==> config.mk <==
export PLATFORM = sky130hd
export DESIGN_NAME = puf_challenge_sequencer_flat
export DESIGN_NICKNAME = d
export VERILOG_FILES = /design/src/rtl/puf_ctrl_pkg.sv /design/src/rtl/puf_challenge_sequencer_if.sv /design/src/rtl/puf_vote_acc.sv /design/src/rtl/puf_challenge_sequencer.sv /design/src/flat_wrapper.sv
export SDC_FILE = /design/constraint.sdc
export NUM_CORES = 1
export LEC_CHECK = 0
export CAP_MARGIN = 20
export CORE_MARGIN = 2
export CORE_UTILIZATION = 41
export DETAILED_ROUTE_END_ITERATION = 16
export HOLD_SLACK_MARGIN = 0.05
export PLACE_DENSITY = 0.69
export SLEW_MARGIN = 20
export SYNTH_ARGS = -nofsm -noshare
export SYNTH_HDL_FRONTEND = slang
export SYNTH_SLANG_ARGS = --single-unit
==> constraint.sdc <==
create_clock -name clk -period 2.2 [get_ports clk]
set_input_delay 0.22 -clock clk [delete_from_list [all_inputs] [get_ports clk]]
set_output_delay 0.22 -clock clk [all_outputs]
set_load 0.01 [all_outputs]
==> src/rtl/puf_ctrl_pkg.sv <==
// Shared types, defaults and LFSR helper for the PUF challenge sequencer.
// The LFSR is fixed at 8 bits; wider challenges zero-extend it.
package puf_ctrl_pkg;

  localparam int DEF_CHAL_W = 8;
  localparam int DEF_RESP_W = 7;
  localparam int DEF_VOTES  = 5;
  localparam int DEF_SETTLE = 2;

  localparam logic [7:0] LFSR_MASK = 8'hB8;

  typedef enum logic [2:0] {
    ST_IDLE   = 3'd0,
    ST_LOAD   = 3'd1,
    ST_FIRE   = 3'd2,
    ST_WAIT   = 3'd3,
    ST_SAMPLE = 3'd4,
    ST_OUT    = 3'd5,
    ST_NEXT   = 3'd6
  } puf_state_t;

  // Galois form, right shift: the mask folds in only when a 1 falls off the lsb.
  function automatic logic [7:0] lfsr_step(input logic [7:0] cur);
    logic [7:0] nxt;
    nxt = {1'b0, cur[7:1]};
    if (cur[0]) begin
      nxt = nxt ^ LFSR_MASK;
    end
    return nxt;
  endfunction

endpackage

==> src/rtl/puf_challenge_sequencer_if.sv <==
// Valid/ready stream carrying one majority-voted response and the challenge
// that produced it.
interface puf_challenge_sequencer_if
  import puf_ctrl_pkg::*;
#(
  parameter int CHAL_W = DEF_CHAL_W,
  parameter int RESP_W = DEF_RESP_W
);

  logic              resp_valid;
  logic              resp_ready;
  logic [RESP_W-1:0] resp_data;
  logic [CHAL_W-1:0] resp_challenge;

  modport master (
    output resp_valid,
    output resp_data,
    output resp_challenge,
    input  resp_ready
  );

  modport slave (
    input  resp_valid,
    input  resp_data,
    input  resp_challenge,
    output resp_ready
  );

endinterface

==> src/rtl/puf_vote_acc.sv <==
// Per-bit vote counters for the PUF response and the majority decision.
// A bit is reported as 1 when strictly more than half of the votes were 1.
module puf_vote_acc
  import puf_ctrl_pkg::*;
#(
  parameter int RESP_W = DEF_RESP_W,
  parameter int VOTES  = DEF_VOTES
) (
  input  logic              clk,
  input  logic              rst_n,
  input  logic              clear,
  input  logic              sample,
  input  logic [RESP_W-1:0] bits_in,
  output logic [RESP_W-1:0] majority
);

  localparam int CNT_W = $clog2(VOTES + 1);
  localparam logic [CNT_W-1:0] HALF     = CNT_W'(VOTES / 2);
  localparam logic [CNT_W-1:0] CNT_ONE  = CNT_W'(1);

  genvar gi;
  generate
    for (gi = 0; gi < RESP_W; gi++) begin : g_bit
      logic [CNT_W-1:0] cnt_reg;

      always_ff @(posedge clk) begin
        if (!rst_n) begin
          cnt_reg <= '0;
        end else if (clear) begin
          cnt_reg <= '0;
        end else if (sample && bits_in[gi]) begin
          cnt_reg <= cnt_reg + CNT_ONE;
        end
      end

      assign majority[gi] = (cnt_reg > HALF);
    end
  endgenerate

endmodule

==> src/rtl/puf_challenge_sequencer.sv <==
// Drives challenges into an arbiter PUF, launches VOTES times per challenge,
// majority-votes the responses and streams them out; challenges step via LFSR.
module puf_challenge_sequencer
  import puf_ctrl_pkg::*;
#(
  parameter int CHAL_W = DEF_CHAL_W,
  parameter int RESP_W = DEF_RESP_W,
  parameter int VOTES  = DEF_VOTES,
  parameter int SETTLE = DEF_SETTLE
) (
  input  logic                      clk,
  input  logic                      rst_n,
  input  logic                      start,
  input  logic [CHAL_W-1:0]         seed,
  input  logic [7:0]                count,
  output logic                      busy,
  output logic [CHAL_W-1:0]         puf_challenge,
  output logic                      puf_launch,
  input  logic [RESP_W-1:0]         puf_response,
  puf_challenge_sequencer_if.master resp_if,
  output logic                      done
);

  localparam logic [3:0] SETTLE_LAST = 4'(SETTLE - 1);
  localparam logic [3:0] VOTES_LAST  = 4'(VOTES - 1);

  puf_state_t        state_reg, state_next;
  logic [3:0]        timer_reg, timer_next;
  logic [3:0]        vote_reg, vote_next;
  logic [7:0]        remain_reg, remain_next;
  logic [CHAL_W-1:0] chal_reg, chal_next;
  logic              busy_reg, busy_next;
  logic              launch_reg, launch_next;
  logic              done_reg, done_next;
  logic              valid_reg, valid_next;
  logic [RESP_W-1:0] rdata_reg, rdata_next;
  logic [CHAL_W-1:0] rchal_reg, rchal_next;

  logic              vote_clear;
  logic              vote_sample;
  logic [RESP_W-1:0] vote_majority;

  puf_vote_acc #(
    .RESP_W (RESP_W),
    .VOTES  (VOTES)
  ) u_vote_acc (
    .clk      (clk),
    .rst_n    (rst_n),
    .clear    (vote_clear),
    .sample   (vote_sample),
    .bits_in  (puf_response),
    .majority (vote_majority)
  );

  always_ff @(posedge clk) begin
    if (!rst_n) begin
      state_reg  <= ST_IDLE;
      timer_reg  <= '0;
      vote_reg   <= '0;
      remain_reg <= '0;
      chal_reg   <= '0;
      busy_reg   <= 1'b0;
      launch_reg <= 1'b0;
      done_reg   <= 1'b0;
      valid_reg  <= 1'b0;
      rdata_reg  <= '0;
      rchal_reg  <= '0;
    end else begin
      state_reg  <= state_next;
      timer_reg  <= timer_next;
      vote_reg   <= vote_next;
      remain_reg <= remain_next;
      chal_reg   <= chal_next;
      busy_reg   <= busy_next;
      launch_reg <= launch_next;
      done_reg   <= done_next;
      valid_reg  <= valid_next;
      rdata_reg  <= rdata_next;
      rchal_reg  <= rchal_next;
    end
  end

  always_comb begin
    state_next  = state_reg;
    timer_next  = timer_reg;
    vote_next   = vote_reg;
    remain_next = remain_reg;
    chal_next   = chal_reg;
    valid_next  = valid_reg;
    rdata_next  = rdata_reg;
    rchal_next  = rchal_reg;
    done_next   = 1'b0;

    case (state_reg)
      ST_IDLE: begin
        // The cycle showing done is the tail of the previous run, so a
        // start arriving alongside it is dropped.
        if (start && !done_reg) begin
          if (count == 8'd0) begin
            done_next = 1'b1;
          end else begin
            state_next  = ST_LOAD;
            remain_next = count;
            timer_next  = '0;
            vote_next   = '0;
            chal_next   = (seed == '0) ? CHAL_W'(1) : seed;
          end
        end
      end

      ST_LOAD: begin
        if (timer_reg == SETTLE_LAST) begin
          timer_next = '0;
          state_next = ST_FIRE;
        end else begin
          timer_next = timer_reg + 4'd1;
        end
      end

      ST_FIRE: begin
        state_next = ST_WAIT;
      end

      ST_WAIT: begin
        if (timer_reg == SETTLE_LAST) begin
          timer_next = '0;
          state_next = ST_SAMPLE;
        end else begin
          timer_next = timer_reg + 4'd1;
        end
      end

      ST_SAMPLE: begin
        if (vote_reg == VOTES_LAST) begin
          vote_next  = '0;
          state_next = ST_OUT;
        end else begin
          vote_next  = vote_reg + 4'd1;
          state_next = ST_LOAD;
        end
      end

      // First OUT cycle latches the vote (counters settle on SAMPLE exit);
      // afterwards the registered result is held until it is taken.
      ST_OUT: begin
        if (!valid_reg) begin
          valid_next = 1'b1;
          rdata_next = vote_majority;
          rchal_next = chal_reg;
        end else if (resp_if.resp_ready) begin
          valid_next  = 1'b0;
          remain_next = remain_reg - 8'd1;
          done_next   = (remain_reg == 8'd1);
          state_next  = ST_NEXT;
        end
      end

      ST_NEXT: begin
        if (remain_reg != 8'd0) begin
          chal_next  = CHAL_W'(lfsr_step(8'(chal_reg)));
          timer_next = '0;
          state_next = ST_LOAD;
        end else begin
          state_next = ST_IDLE;
        end
      end

      default: begin
        state_next = ST_IDLE;
      end
    endcase
  end

  assign launch_next = (state_next == ST_FIRE);
  assign busy_next   = (state_next != ST_IDLE);

  assign vote_clear  = (state_next == ST_LOAD) &&
                       ((state_reg == ST_IDLE) || (state_reg == ST_NEXT));
  assign vote_sample = (state_reg == ST_SAMPLE);

  assign busy                   = busy_reg;
  assign puf_challenge          = chal_reg;
  assign puf_launch             = launch_reg;
  assign done                   = done_reg;
  assign resp_if.resp_valid     = valid_reg;
  assign resp_if.resp_data      = rdata_reg;
  assign resp_if.resp_challenge = rchal_reg;

endmodule

==> src/flat_wrapper.sv <==
// flat-port wrapper written by rule: the top's interface ports become plain ports
module puf_challenge_sequencer_flat import puf_ctrl_pkg::*;
#(
  parameter int CHAL_W = DEF_CHAL_W,
  parameter int RESP_W = DEF_RESP_W,
  parameter int VOTES  = DEF_VOTES,
  parameter int SETTLE = DEF_SETTLE
)
  (clk, rst_n, start, seed, count, busy, puf_challenge, puf_launch, puf_response, done, resp_if_resp_valid, resp_if_resp_data, resp_if_resp_challenge, resp_if_resp_ready);
  puf_challenge_sequencer_if #(.CHAL_W(CHAL_W), .RESP_W(RESP_W)) resp_if_i ();
  input  logic clk;
  input  logic rst_n;
  input  logic start;
  input  logic [CHAL_W-1:0] seed;
  input  logic [7:0] count;
  output logic busy;
  output logic [CHAL_W-1:0] puf_challenge;
  output logic puf_launch;
  input  logic [RESP_W-1:0] puf_response;
  output logic done;
  output wire logic [$bits(resp_if_i.resp_valid)-1:0] resp_if_resp_valid;
  output wire logic [$bits(resp_if_i.resp_data)-1:0] resp_if_resp_data;
  output wire logic [$bits(resp_if_i.resp_challenge)-1:0] resp_if_resp_challenge;
  input wire logic [$bits(resp_if_i.resp_ready)-1:0] resp_if_resp_ready;
  assign resp_if_resp_valid = resp_if_i.resp_valid;
  assign resp_if_resp_data = resp_if_i.resp_data;
  assign resp_if_resp_challenge = resp_if_i.resp_challenge;
  assign resp_if_i.resp_ready = resp_if_resp_ready;
  puf_challenge_sequencer #(.CHAL_W(CHAL_W), .RESP_W(RESP_W), .VOTES(VOTES), .SETTLE(SETTLE)) u_core (.clk(clk), .rst_n(rst_n), .start(start), .seed(seed), .count(count), .busy(busy), .puf_challenge(puf_challenge), .puf_launch(puf_launch), .puf_response(puf_response), .resp_if(resp_if_i), .done(done));
endmodule
* Yosys cells after proc, flatten, opt, wreduce, memory -nomap -nowiden
Index checks and enable logic that the tools add are counted.
W data, S select, Z words.
** Storage, ports and cells
- Output and inout bits :: 27
- Word-level logic and storage cells :: 115
- Bits in registers :: 67
- Bits of input ports :: 27
** Cells by class
- Bitwise operators :: 3
- Reduce and logical (&&, ||, !) cells :: 27
- $lt $le $gt $ge :: 7
- Mux-type cells :: 34
- Equality and inequality tests :: 16
- Add/sub/neg operators :: 10
** Operator list (number)
- $mux W8 :: 9
- $pmux W8 S2 :: 2
- $add A3 B1 Y3 const B :: 7
- $gt A3 B2 Y1 const B :: 7
- $mux W3 :: 7
- $pmux W3 S7 :: 1
- $mux W4 :: 5
- $logic_not A8 Y1 :: 2
- $pmux W4 S3 :: 1
- $eq A3 B2 Y1 const B :: 3
- $eq A3 B3 Y1 const B :: 3
- $logic_and A1 B1 Y1 :: 9
- $add A4 B1 Y4 const B :: 2
- $eq A8 B1 Y1 const B :: 1
- $pmux W4 S2 :: 1
- $reduce_and A4 Y1 :: 2
- $reduce_bool A8 Y1 :: 1
- $sub A8 B1 Y8 const B :: 1
- $mux W1 :: 7
- $eq A3 B1 Y1 const B :: 2
- $ne A2 B1 Y1 const B :: 3
- $reduce_bool A2 Y1 :: 3
- $reduce_bool A3 Y1 :: 2
- $reduce_and A5 Y1 :: 1
- 12 further kinds :: 15

* Depth between registers and ports, before layout
Gate-level depths: netlist of run 1.
- Depth after elaboration :: 7
- Mapped depth :: 7
- Gate-level depth less buffers :: 6

* By module
Synthesis of run 1 repeated with hierarchy kept, for this count alone.
** Second synthesis, totals
- Cell total of the unflattened synthesis :: 411
- Area, all modules :: 3667.3 sq um
** By module, submodules not included
- puf_challenge_sequencer :: cells each 284, times used 1, area each 2438.6 sq um, sequential area each 920.9 sq um
- puf_vote_acc :: cells each 127, times used 1, area each 1228.7 sq um, sequential area each 420.4 sq um

* Worst setup path before layout of run 1
OpenSTA, ideal clock, no wires.
- Path type :: register to register
- Start point :: reg u_core.remain_reg[0]
- End point :: reg u_core.remain_reg[6]
- Clock period less this slack :: 1.610 ns
- Buffers on the path :: 0
- Setup slack :: 0.590 ns
- Cell stages (with the launch flop) :: 7
- Library setup time :: 0.117 ns
- Arrival time :: 1.493 ns
- Data required time :: 2.083 ns
- Cell sequence :: dfxtp_1 -> inv_1 -> ha_1 -> or4b_1 -> o21ai_0 -> o21ai_0 -> a32o_1
** On the way
- Word-level cells in the longest chain between the ends :: 4
** Ends and longest elaborated chain
- start, declared :: line puf_challenge_sequencer.sv:30 : logic [7:0] remain_reg, remain_next;
- start signal, assigned :: line puf_challenge_sequencer.sv:72 : remain_reg <= remain_next;
- $sub A8 B1 Y8 :: line puf_challenge_sequencer.sv:152 : remain_next = remain_reg - 8'd1;
- $mux W8 :: line puf_challenge_sequencer.sv:150 : end else if (resp_if.resp_ready) begin
- $mux W8 :: line puf_challenge_sequencer.sv:146 : if (!valid_reg) begin
- $pmux W8 S2 :: line puf_challenge_sequencer.sv:94 : case (state_reg)
Every way passes these cells. The select of a mux whose other input is x is not followed.
A chain may end at the register's enable or synchronous reset.

* Worst setup path after layout of run 1
- Start point :: reg u_core.state_reg[0]
- End point :: reg u_core.u_vote_acc.g_bit[3].cnt_reg[1]
** On the way
- Word-level cells in the longest chain between the ends :: 6
- Elaborated cells on any way between the ends :: 19
- Classes of those cells :: eq/ne (7); mux (7); reduce/logical (5)
** Ends and longest elaborated chain
- start, declared :: line puf_challenge_sequencer.sv:27 : puf_state_t state_reg, state_next;
- start signal, assigned :: line puf_challenge_sequencer.sv:69 : state_reg <= state_next;
- $mux W3, on equally long branches :: line puf_challenge_sequencer.sv:150, puf_challenge_sequencer.sv:99
- $mux W3, on equally long branches :: line puf_challenge_sequencer.sv:146, puf_challenge_sequencer.sv:98
- $pmux W3 S7 :: line puf_challenge_sequencer.sv:94
- $eq A3 B1 Y1 :: line puf_challenge_sequencer.sv:177 : assign vote_clear = (state_next == ST_LOAD) &&
- $logic_and A1 B1 Y1 :: line puf_challenge_sequencer.sv:177
- $reduce_or A2 Y1 (no line)
- end signal, assigned :: line puf_vote_acc.sv:32 : cnt_reg <= cnt_reg + CNT_ONE;
- end, declared :: line puf_vote_acc.sv:24 : logic [CNT_W-1:0] cnt_reg;
Parallel ways exist; a longest one is shown, timed or not.

==> results of run 1 <==
## placed cells by master, fill, tap and decap left out, types with 9 or more instances in the layout
cell	Yosys	routed
nor3_1	21	21
nand2_1	36	36
ha_1	20	20
buf_4	5	12
nor2_1	33	33
nand3_1	18	18
a21oi_1	34	34
inv_1	16	16
clkbuf_8	0	9
a311oi_1	9	9
clkdlybuf4s50_1	0	53
dfxtp_1	67	67
xor2_1	12	12
## worst max-delay path by stage
| stage | depth (start not counted) | slack [ns] | to |
|---|---|---|---|
| 4_1_cts | 5 | 0.32 | u_core.u_vote_acc.g_bit[6].cnt_reg[1] |
| 3_3_place_gp | 6 | 0.13 | u_core.u_vote_acc.g_bit[2].cnt_reg[1] |
| 5_1_grt | 5 | 0.21 | u_core.busy |
| 3_5_place_dp | 6 | 0.03 | u_core.u_vote_acc.g_bit[5].cnt_reg[1] |
| 6_report | 5 | 0.30 | u_core.u_vote_acc.g_bit[3].cnt_reg[1] |
| 2_1_floorplan | 6 | 0.59 | u_core.remain_reg[6] |
## logic make-up after synthesis
group,Yosys count,share of synthesized area
buf+inv,40,0.0543
fa+ha+maj,20,0.0724
mux,4,0.0116
flops,67,0.388
compound gates,90,0.183
simple gates,154,0.243
xor+xnor,19,0.0481
## metal layers
layer,share of wire,vias to the layer above
li1,-,1532
met1,0.47,1399
met2,0.46,73
met3,0.050,12
met4,0.016,0
met5,0,-
## per-stage QoR
stage          cell area, sq um  hold WS [ns]  total power, mW
3_5_place_dp               4130         0.451             1.69
3_3_place_gp               4130         0.444             1.68
4_1_cts                    4310         0.462             2.68
2_1_floorplan              3460         0.332             1.53
6_report                   4310         0.457             2.66
5_1_grt                    4310         0.479             2.78
## worst max-delay path: stages (launching register included)
cell and delay, ns:
dfxtp_1 0.48, or2_4 0.36, a2111o_2 0.56, nand3_2 0.15
buf_12 0.16, a311oi_1 0.05
## power breakdown
group	internal (mW)	switching [mW]	total [mW]
combinational	0.180	0.186	0.366
clock	0.520	0.475	0.995
sequential	1.25	0.0511	1.30
## cell type report
type | count | area, sq um | area share
sequential | 67 | 1340 | 0.311
tap | 105 | 131 | 0.0305
timing repair buffer | 67 | 661 | 0.153
clock buffer | 11 | 131 | 0.0305
inverter | 16 | 60.1 | 0.0139
multi-input combinational | 287 | 1940 | 0.449
clock inverter | 5 | 53.8 | 0.0125
==> impl_metrics.env, run 1 <==
export IMPL_grt_busiest_layer="met2"
export IMPL_synth_seq_area_share=0.388
export IMPL_floorplan_die_area_sq_um=9190
export IMPL_routed_via_count=3016
export IMPL_worst_setup_path_startpoint="u_core.state_reg[0]"
export IMPL_maxSlewViolCount=0
export IMPL_syn2layout_area_growth_pct=24.7
export IMPL_final_ws_setup_ns=0.300
export IMPL_grt_overflow_total=0
export IMPL_hold_violations=0
export IMPL_worstHoldEndpoint="u_core.resp_if.resp_challenge[1]"
export IMPL_yosysWarnings=0
export IMPL_routed_wire_per_std_cell_microns=14.7
export IMPL_dieHeight_microns=95.8
export IMPL_drc=0
export IMPL_worst_setup_hold_path_clk_slew_ns=0.07
export IMPL_holdPathStages=2
export IMPL_grt_met2_usage=0.305
export IMPL_max_freq_mhz=526
export IMPL_worst_r2r_src="u_core.state_reg[0]"
export IMPL_critical_path_peak_fanout=21
export IMPL_grt_pass1_vias=2874
export IMPL_floorplan_rows=33
export IMPL_horizontal_die_dimension_microns=95.8
export IMPL_postCtsSetupBuffers=0
export IMPL_grtUsageMet3=0.0399
export IMPL_gp_routability_congestion=0.850
export IMPL_detail_route_first_pass_iterations=5
export IMPL_post_drt_via_cell_ratio=5.41
export IMPL_largest_reg_flops=21
export IMPL_timing_reg2reg_setup_slack_ns=0.30
export IMPL_post_layout_nonfiller_instances=558
export IMPL_grt_max_degree=33
export IMPL_numCtsBuffers=9
export IMPL_worst_flop_to_flop_path_endpoint="u_core.u_vote_acc.g_bit[3].cnt_reg[1]"
export IMPL_synth_top_cells_by_count="dfxtp_1 (67), nand2_1 (36), a21oi_1 (34), nor2_1 (33), nor3_1 (21)"
export IMPL_cts_tree="done"
export IMPL_area_of_the_placeable_core_sq_um=8220
export IMPL_timing_setup_critical_path_class="reg -> reg"
export IMPL_maxCapViolCount=0
export IMPL_syn_nets=441
export IMPL_timing_final_crit_share=0.864
export IMPL_floorplan_io_pins=54
export IMPL_setup_worst_path_start_class="register"
export IMPL_fillerInstances=759
export IMPL_dp_cells=542
export IMPL_vdd_drop_max_mv=0.347
export IMPL_post_synth_inst_count=394
export IMPL_postSynthRegisterBits=67
export IMPL_timing_final_crit_period_ns=1.90
export IMPL_numPortBuffers=53
export IMPL_final_setup_skew_ns=0.00932
export IMPL_reg2reg_depth=5
export IMPL_globalRouteMet1Util=0.244
export IMPL_power_leakage_nw=1.62
export IMPL_antenna_found_initial=0
export IMPL_syn_area_sq_um=3460
export IMPL_grt_setup_unrepaired="false"
export IMPL_end_kind="register"
export IMPL_first_pass_grt_wire_length_mm=13.4
export IMPL_cts_sinks=67
export IMPL_min_path_type="reg -> reg"
export IMPL_worst_ep_arrival_time_ns=2.12
export IMPL_power_per_cell_area_nw_per_um2=617
export IMPL_timing_critical_path_required_ns=2.42
export IMPL_wirelength_mm=8.20
export IMPL_clk_root_buffer_cell="clkbuf_8"
export IMPL_place_ws_ns=0.0299
export IMPL_syn_mean_instance_area_sq_um=8.78
export IMPL_dominant_cell_type_by_area_after_synthesis="dfxtp_1"
export IMPL_dpl_hpwl_mm=5.69
export IMPL_htreeDepth=3
export IMPL_most_repeated_cell_in_the_gate_level_netlist_after_synthesis="dfxtp_1"
export IMPL_detail_route_antenna_nets=0
export IMPL_holdBufCountCts=0
export IMPL_track_usage=0.187
export IMPL_setup_total_negative_slack_ns=0
export IMPL_outcome="completed"
export IMPL_postLayoutCoreUtil=0.525
export IMPL_synth_area_top_cells="dfxtp_1 (39%), ha_1 (7.2%), a21oi_1 (4.9%), nand2_1 (3.9%), nor2_1 (3.6%)"
export IMPL_synth_enable_flop_cells=0
export IMPL_setup_viol=0
export IMPL_number_of_violations_reported_at_the_end_of_detailed_routing_iteration_0=166
export IMPL_layout_nets=495
export IMPL_synth_async_sr_flop_share=0
export IMPL_post_route_cells_drive_above_1_share=0.0927
export IMPL_num_antenna_cells=0
export IMPL_post_cts_resized_instances=0
export IMPL_worst_slew_pin_transition_ns=0.560
export IMPL_max_clock_path_buffers=2
export IMPL_hold_start="u_core.resp_if.resp_challenge[1]"
export IMPL_initial_utilization=0.421
export IMPL_synth_main_ff_cell="dfxtp_1"
export IMPL_max_slew_margin=0.626
export IMPL_clk_insertion_delay_late_ns=0.35
export IMPL_ys_types=63
export IMPL_synthDominantCellAreaShare=0.388
Power figures use the tool's default switching activity.
==> run 2: changes to the inputs <==
==> constraint.sdc (replaced) <==
create_clock -name clk -period 2.4 [get_ports clk]
set_input_delay 0.48 -clock clk [delete_from_list [all_inputs] [get_ports clk]]
set_output_delay 0.48 -clock clk [all_outputs]
set_load 0.01 [all_outputs]
==> run 2 against run 1 <==
Clock power is 5.2% lower; sequential share of layout area is 0.25 points lower; design area is 0.81% higher; power is 6.8% lower; critical path type is now in -> reg; largest power group unchanged.
==> impl_metrics.env, run 2 (synthesis results as in run 1) <==
export IMPL_final_setup_skew_ns=0.00911
export IMPL_timing_setup_critical_path_class="in -> reg"
export IMPL_gp_routability_congestion=0.859
export IMPL_post_cts_resized_instances=0
export IMPL_switching_power_mw=0.662
export IMPL_post_drt_via_cell_ratio=5.40
export IMPL_end_kind="register"
export IMPL_dieHeight_microns=95.8
export IMPL_worst_ep_arrival_time_ns=2.24
export IMPL_most_common_layout_cells="dfxtp_1 (67), clkdlybuf4s50_1 (53), nand2_1 (36)"
export IMPL_detail_route_antenna_nets=0
export IMPL_wirelength_mm=8.19
export IMPL_p_comb_frac=0.139
export IMPL_power_leakage_nw=1.64
export IMPL_htreeDepth=3
export IMPL_drc=0
export IMPL_horizontal_die_dimension_microns=95.8
export IMPL_clockPowerShare=0.380
export IMPL_dpl_hpwl_mm=5.82
export IMPL_power_report_internal_total_mw=1.82
export IMPL_largest_reg_flops=21
export IMPL_routed_via_count=3026
export IMPL_vdd_drop_max_mv=0.290
export IMPL_layout_nets=497
export IMPL_timing_final_crit_period_ns=1.98
export IMPL_numPortBuffers=53
export IMPL_worst_setup_hold_path_clk_slew_ns=0.07
export IMPL_floorplan_rows=33
export IMPL_cts_sinks=67
export IMPL_fillerInstances=736
export IMPL_grt_setup_unrepaired="false"
export IMPL_initial_utilization=0.421
export IMPL_worst_slew_pin_transition_ns=0.544
export IMPL_grt_pass1_vias=2907
export IMPL_holdBufCountCts=0
export IMPL_fin_worst_hold_slack_ns=0.453
export IMPL_timing_critical_path_required_ns=2.66
export IMPL_grt_overflow_total=0
export IMPL_cts_tree="done"
export IMPL_floorplan_die_area_sq_um=9190
export IMPL_floorplan_io_pins=54
export IMPL_numCtsBuffers=9
export IMPL_first_pass_grt_wire_length_mm=13.7
export IMPL_max_freq_mhz=505
export IMPL_routed_wire_per_std_cell_microns=14.6
export IMPL_grt_max_degree=33
export IMPL_setup_total_negative_slack_ns=0
export IMPL_share_seq_of_total_power=0.481
export IMPL_postCtsSetupBuffers=0
export IMPL_maxSlewViolCount=0
export IMPL_min_path_type="reg -> reg"
export IMPL_timing_final_crit_share=0.825
export IMPL_max_clock_path_buffers=2
export IMPL_number_of_violations_reported_at_the_end_of_detailed_routing_iteration_0=158
export IMPL_clk_root_buffer_cell="clkbuf_8"
export IMPL_max_slew_margin=0.637
export IMPL_syn2layout_area_growth_pct=25.8
export IMPL_outcome="completed"
export IMPL_maxCapViolCount=0
export IMPL_clk_insertion_delay_late_ns=0.36
export IMPL_setup_worst_path_start_class="input port"
export IMPL_track_usage=0.193
export IMPL_antenna_found_initial=0
export IMPL_power_mw=2.48
export IMPL_power_share_switching=0.267
export IMPL_area_of_the_placeable_core_sq_um=8220
export IMPL_num_antenna_cells=0
export IMPL_detail_route_first_pass_iterations=4
export IMPL_hold_violations=0
export IMPL_critical_path_peak_fanout=21
export IMPL_mostFrequentLayoutCell="dfxtp_1"
export IMPL_power_per_cell_area_nw_per_um2=570
export IMPL_setup_viol=0
export IMPL_post_route_cells_drive_above_1_share=0.101
export IMPL_timing_reg2reg_setup_slack_ns=0.48
==> run 2: cell count changes in the layout (fill, tap and decap cells not counted), sizes merged <==
cell,change
clkbuf,-1
clkinv,+1
buf,+2
==> run 2: worst paths after layout <==
kind,from,end,cells past startpoint
setup / recovery,count[0],u_core.u_vote_acc.g_bit[4].cnt_reg[1],6
hold / removal,u_core.resp_if.resp_challenge[7],u_core.resp_if.resp_challenge[7],2
setup reg to reg,u_core.state_reg[0],u_core.remain_reg[3],4
hold reg to reg,u_core.resp_if.resp_challenge[7],u_core.resp_if.resp_challenge[7],2
==> run 2: routing by layer <==
metal	wire, microns	global-route usage	part of all wire
met5	0	0	0
met4	166	0.0964	0.020
met3	303	0.0290	0.037
met2	3880	0.313	0.47
met1	3840	0.249	0.47
==> run 2: area by class of cell <==
type | count | area (sq um) | share of cell area
tap | 105 | 131 | 0.0302
clock inverter | 6 | 55.1 | 0.0127
multi-input combinational | 287 | 1940 | 0.445
sequential | 67 | 1340 | 0.308
inverter | 16 | 60.1 | 0.0138
clock buffer | 10 | 138 | 0.0316
timing repair buffer | 69 | 688 | 0.158
==> run 2: stage by stage <==
| step | worst slack [ns] | cell area, sq um | std cells | util |
|---|---|---|---|---|
| CTS | 0.422 | 4350 | 560 | 0.529 |
| finish | 0.420 | 4350 | 560 | 0.529 |
| global route | 0.334 | 4350 | 560 | 0.529 |
| global placement | 0.137 | 4160 | 544 | 0.506 |
| detailed placement | 0.0461 | 4160 | 544 | 0.506 |
| floorplan | 0.790 | 3460 | 394 | - |
==> run 2: power groups by stage <==
stage	Combinational [mW]	Clock, mW	Sequential, mW
6_report	0.344	0.943	1.19
5_1_grt	0.379	1.01	1.20
4_1_cts	0.345	0.957	1.19
3_5_place_dp	0.344	0	1.22
3_3_place_gp	0.339	0	1.22
2_1_floorplan	0.196	0	1.20
==> run 2: worst max-delay path: stages <==
cell             delay (ns)
clkdlybuf4s50_1        0.48
nor4_4                 0.43
a2111o_2               0.33
nand3_2                0.12
buf_12                 0.17
a311oi_1               0.22
==> run 3: changes to the inputs <==
PLACE_DENSITY = 0.71   (was 0.69)
clock period = 1.67 ns   (was 2.4 ns; I/O delays follow)
==> run 3 against run 2 <==
Highest routed layer unchanged; largest cell class unchanged; non-clock buffer count grew 32; clock power increased by 30%; sequential share of layout area decreased by 2.4 points; first-iteration DRC count rose by 4.4%; register-to-register slack worse by 0.44 ns; largest power group unchanged; power is 44% higher; routed wire length up 8.1%.
==> impl_metrics.env, run 3 (synthesis results as in run 1) <==
export IMPL_first_pass_grt_wire_length_mm=14.3
export IMPL_max_clock_path_buffers=2
export IMPL_end_kind="register"
export IMPL_post_drt_via_cell_ratio=5.46
export IMPL_grt_busiest_layer="met2"
export IMPL_gp_routability_congestion=0.922
export IMPL_setup_viol=0
export IMPL_track_usage=0.197
export IMPL_drc=0
export IMPL_max_freq_mhz=608
export IMPL_globalRouteMet1Util=0.271
export IMPL_holdPathStages=2
export IMPL_worst_ep_arrival_time_ns=1.87
export IMPL_dpl_hpwl_mm=6.30
export IMPL_floorplan_io_pins=54
export IMPL_final_setup_skew_ns=0.00819
export IMPL_routed_wire_per_std_cell_microns=15.0
export IMPL_grt_max_degree=33
export IMPL_vdd_drop_max_mv=0.395
export IMPL_routed_via_count=3231
export IMPL_detail_route_antenna_nets=0
export IMPL_cts_tree="done"
export IMPL_layout_nets=529
export IMPL_htreeDepth=3
export IMPL_floorplan_rows=33
export IMPL_clk_insertion_delay_late_ns=0.33
export IMPL_most_common_layout_cells="dfxtp_1 (62), clkdlybuf4s50_1 (44), buf_4 (41)"
export IMPL_worst_setup_hold_path_clk_slew_ns=0.07
export IMPL_crit_path_cell_trace="dlygate4sd2_1 -> nor4_4 -> a2111oi_4 -> buf_4 -> buf_4 -> a211oi_2 -> buf_4 -> nor2_1"
export IMPL_power_mw=3.57
export IMPL_critPathSlowestCell="nor4_4"
export IMPL_timing_setup_critical_path_class="in -> reg"
export IMPL_worst_r2r_src="u_core.remain_reg[0]"
export IMPL_dp_cells=571
export IMPL_hold_start="u_core.resp_if.resp_challenge[1]"
export IMPL_largest_reg_flops=21
export IMPL_power_report_internal_total_mw=2.59
export IMPL_floorplan_die_area_sq_um=9190
export IMPL_timing_final_crit_share=0.985
export IMPL_worst_slew_pin_transition_ns=0.344
export IMPL_grtUsageMet3=0.0298
export IMPL_setup_worst_path_start_class="input port"
export IMPL_timing_reg2reg_setup_slack_ns=0.04
export IMPL_p_comb_frac=0.183
export IMPL_grt_overflow_total=0
export IMPL_dieHeight_microns=95.8
export IMPL_grt_pass1_vias=3035
export IMPL_postLayoutCoreUtil=0.578
export IMPL_timing_critical_path_required_ns=1.89
export IMPL_switching_power_mw=0.975
export IMPL_cts_sinks=67
export IMPL_number_of_violations_reported_at_the_end_of_detailed_routing_iteration_0=165
export IMPL_initial_utilization=0.421
export IMPL_grt_setup_unrepaired="true"
export IMPL_area_of_the_placeable_core_sq_um=8220
export IMPL_timing_final_crit_period_ns=1.64
export IMPL_horizontal_die_dimension_microns=95.8
export IMPL_share_seq_of_total_power=0.473
export IMPL_numPortBuffers=53
export IMPL_clk_root_buffer_cell="clkbuf_8"
export IMPL_power_leakage_nw=1.86
export IMPL_critPathMostFrequentCell="buf_4"
export IMPL_syn2layout_area_growth_pct=37.2
export IMPL_post_layout_nonfiller_instances=592
export IMPL_maxSlewViolCount=0
export IMPL_power_per_cell_area_nw_per_um2=752
export IMPL_post_route_cells_drive_above_1_share=0.214
export IMPL_maxCapViolCount=0
export IMPL_mostFrequentLayoutCell="dfxtp_1"
export IMPL_hold_violations=0
export IMPL_max_slew_margin=0.769
export IMPL_slowest_delay_ns=0.39
export IMPL_detail_route_first_pass_iterations=4
export IMPL_min_path_type="reg -> reg"
export IMPL_numCtsBuffers=9
export IMPL_worst_setup_path_startpoint="count[4]"
export IMPL_antenna_found_initial=0
export IMPL_clockPowerShare=0.344
export IMPL_outcome="completed"
export IMPL_wirelength_mm=8.85
export IMPL_power_share_switching=0.273
export IMPL_grt_met2_usage=0.309
export IMPL_num_antenna_cells=0
export IMPL_reg2reg_depth=6
export IMPL_holdBufCountCts=0
export IMPL_critical_path_peak_fanout=4
-- run 3: layout make-up --
class,count,area [sq um]
fillers,721,3470
multi-input cells,287,2070
flip-flops and latches,67,1350
repair buffers,101,953
clock buffers,12,155
well taps,105,131
inverters,16,60.1
clock inverters,4,25.0
-- run 3: path summary, 6_finish.rpt --
path,end
min,u_core.resp_if.resp_challenge[1]
min reg2reg,u_core.resp_if.resp_challenge[1]
max reg2reg,u_core.remain_reg[6]
max,u_core.state_reg[0]
-- run 3: timing repair --
| action | in CTS | in global routing |
|---|---|---|
| pin swaps | 7 | 8 |
| gates resized for setup | 14 | 29 |
| gates cloned | 0 | 0 |
| endpoints found under the setup margin | 34 | 54 |
| setup buffers | 0 | 5 |
-- run 3: critical path, delay by kind of cell --
family / cells / cell delay (ns)
buffers and inverters: 4 / 0.73
and+or+nand+nor: 2 / 0.42
AOI/OAI and AO/OA: 2 / 0.37
-- run 3: routing by layer --
layer	up-vias	part of all wire
li1	1593	-
met5	-	0
met2	76	0.48
met4	0	0.014
met1	1550	0.47
met3	12	0.036
-- run 3: power by group through the flow --
stage          clock network [mW]  logic (mW)  registers, mW
2_1_floorplan                   0       0.281           1.73
3_3_place_gp                    0       0.582           1.72
3_5_place_dp                    0       0.593           1.72
4_1_cts                      1.25       0.597           1.69
5_1_grt                      1.34       0.702           1.69
6_report                     1.23       0.652           1.69
-- run 3: through the flow --
stage / TNS (ns) / hold WS (ns) / setup slack [ns] / area (sq um)
2_1_floorplan: 0 / 0.439 / 0.0599 / 3460
4_1_cts: -0.00557 / 0.458 / -0.00557 / 4580
3_5_place_dp: -18.47 / 0.448 / -0.514 / 4380
5_1_grt: -0.188 / 0.476 / -0.0470 / 4750
6_report: 0 / 0.454 / 0.0253 / 4750
3_3_place_gp: -16.60 / 0.445 / -0.413 / 4380
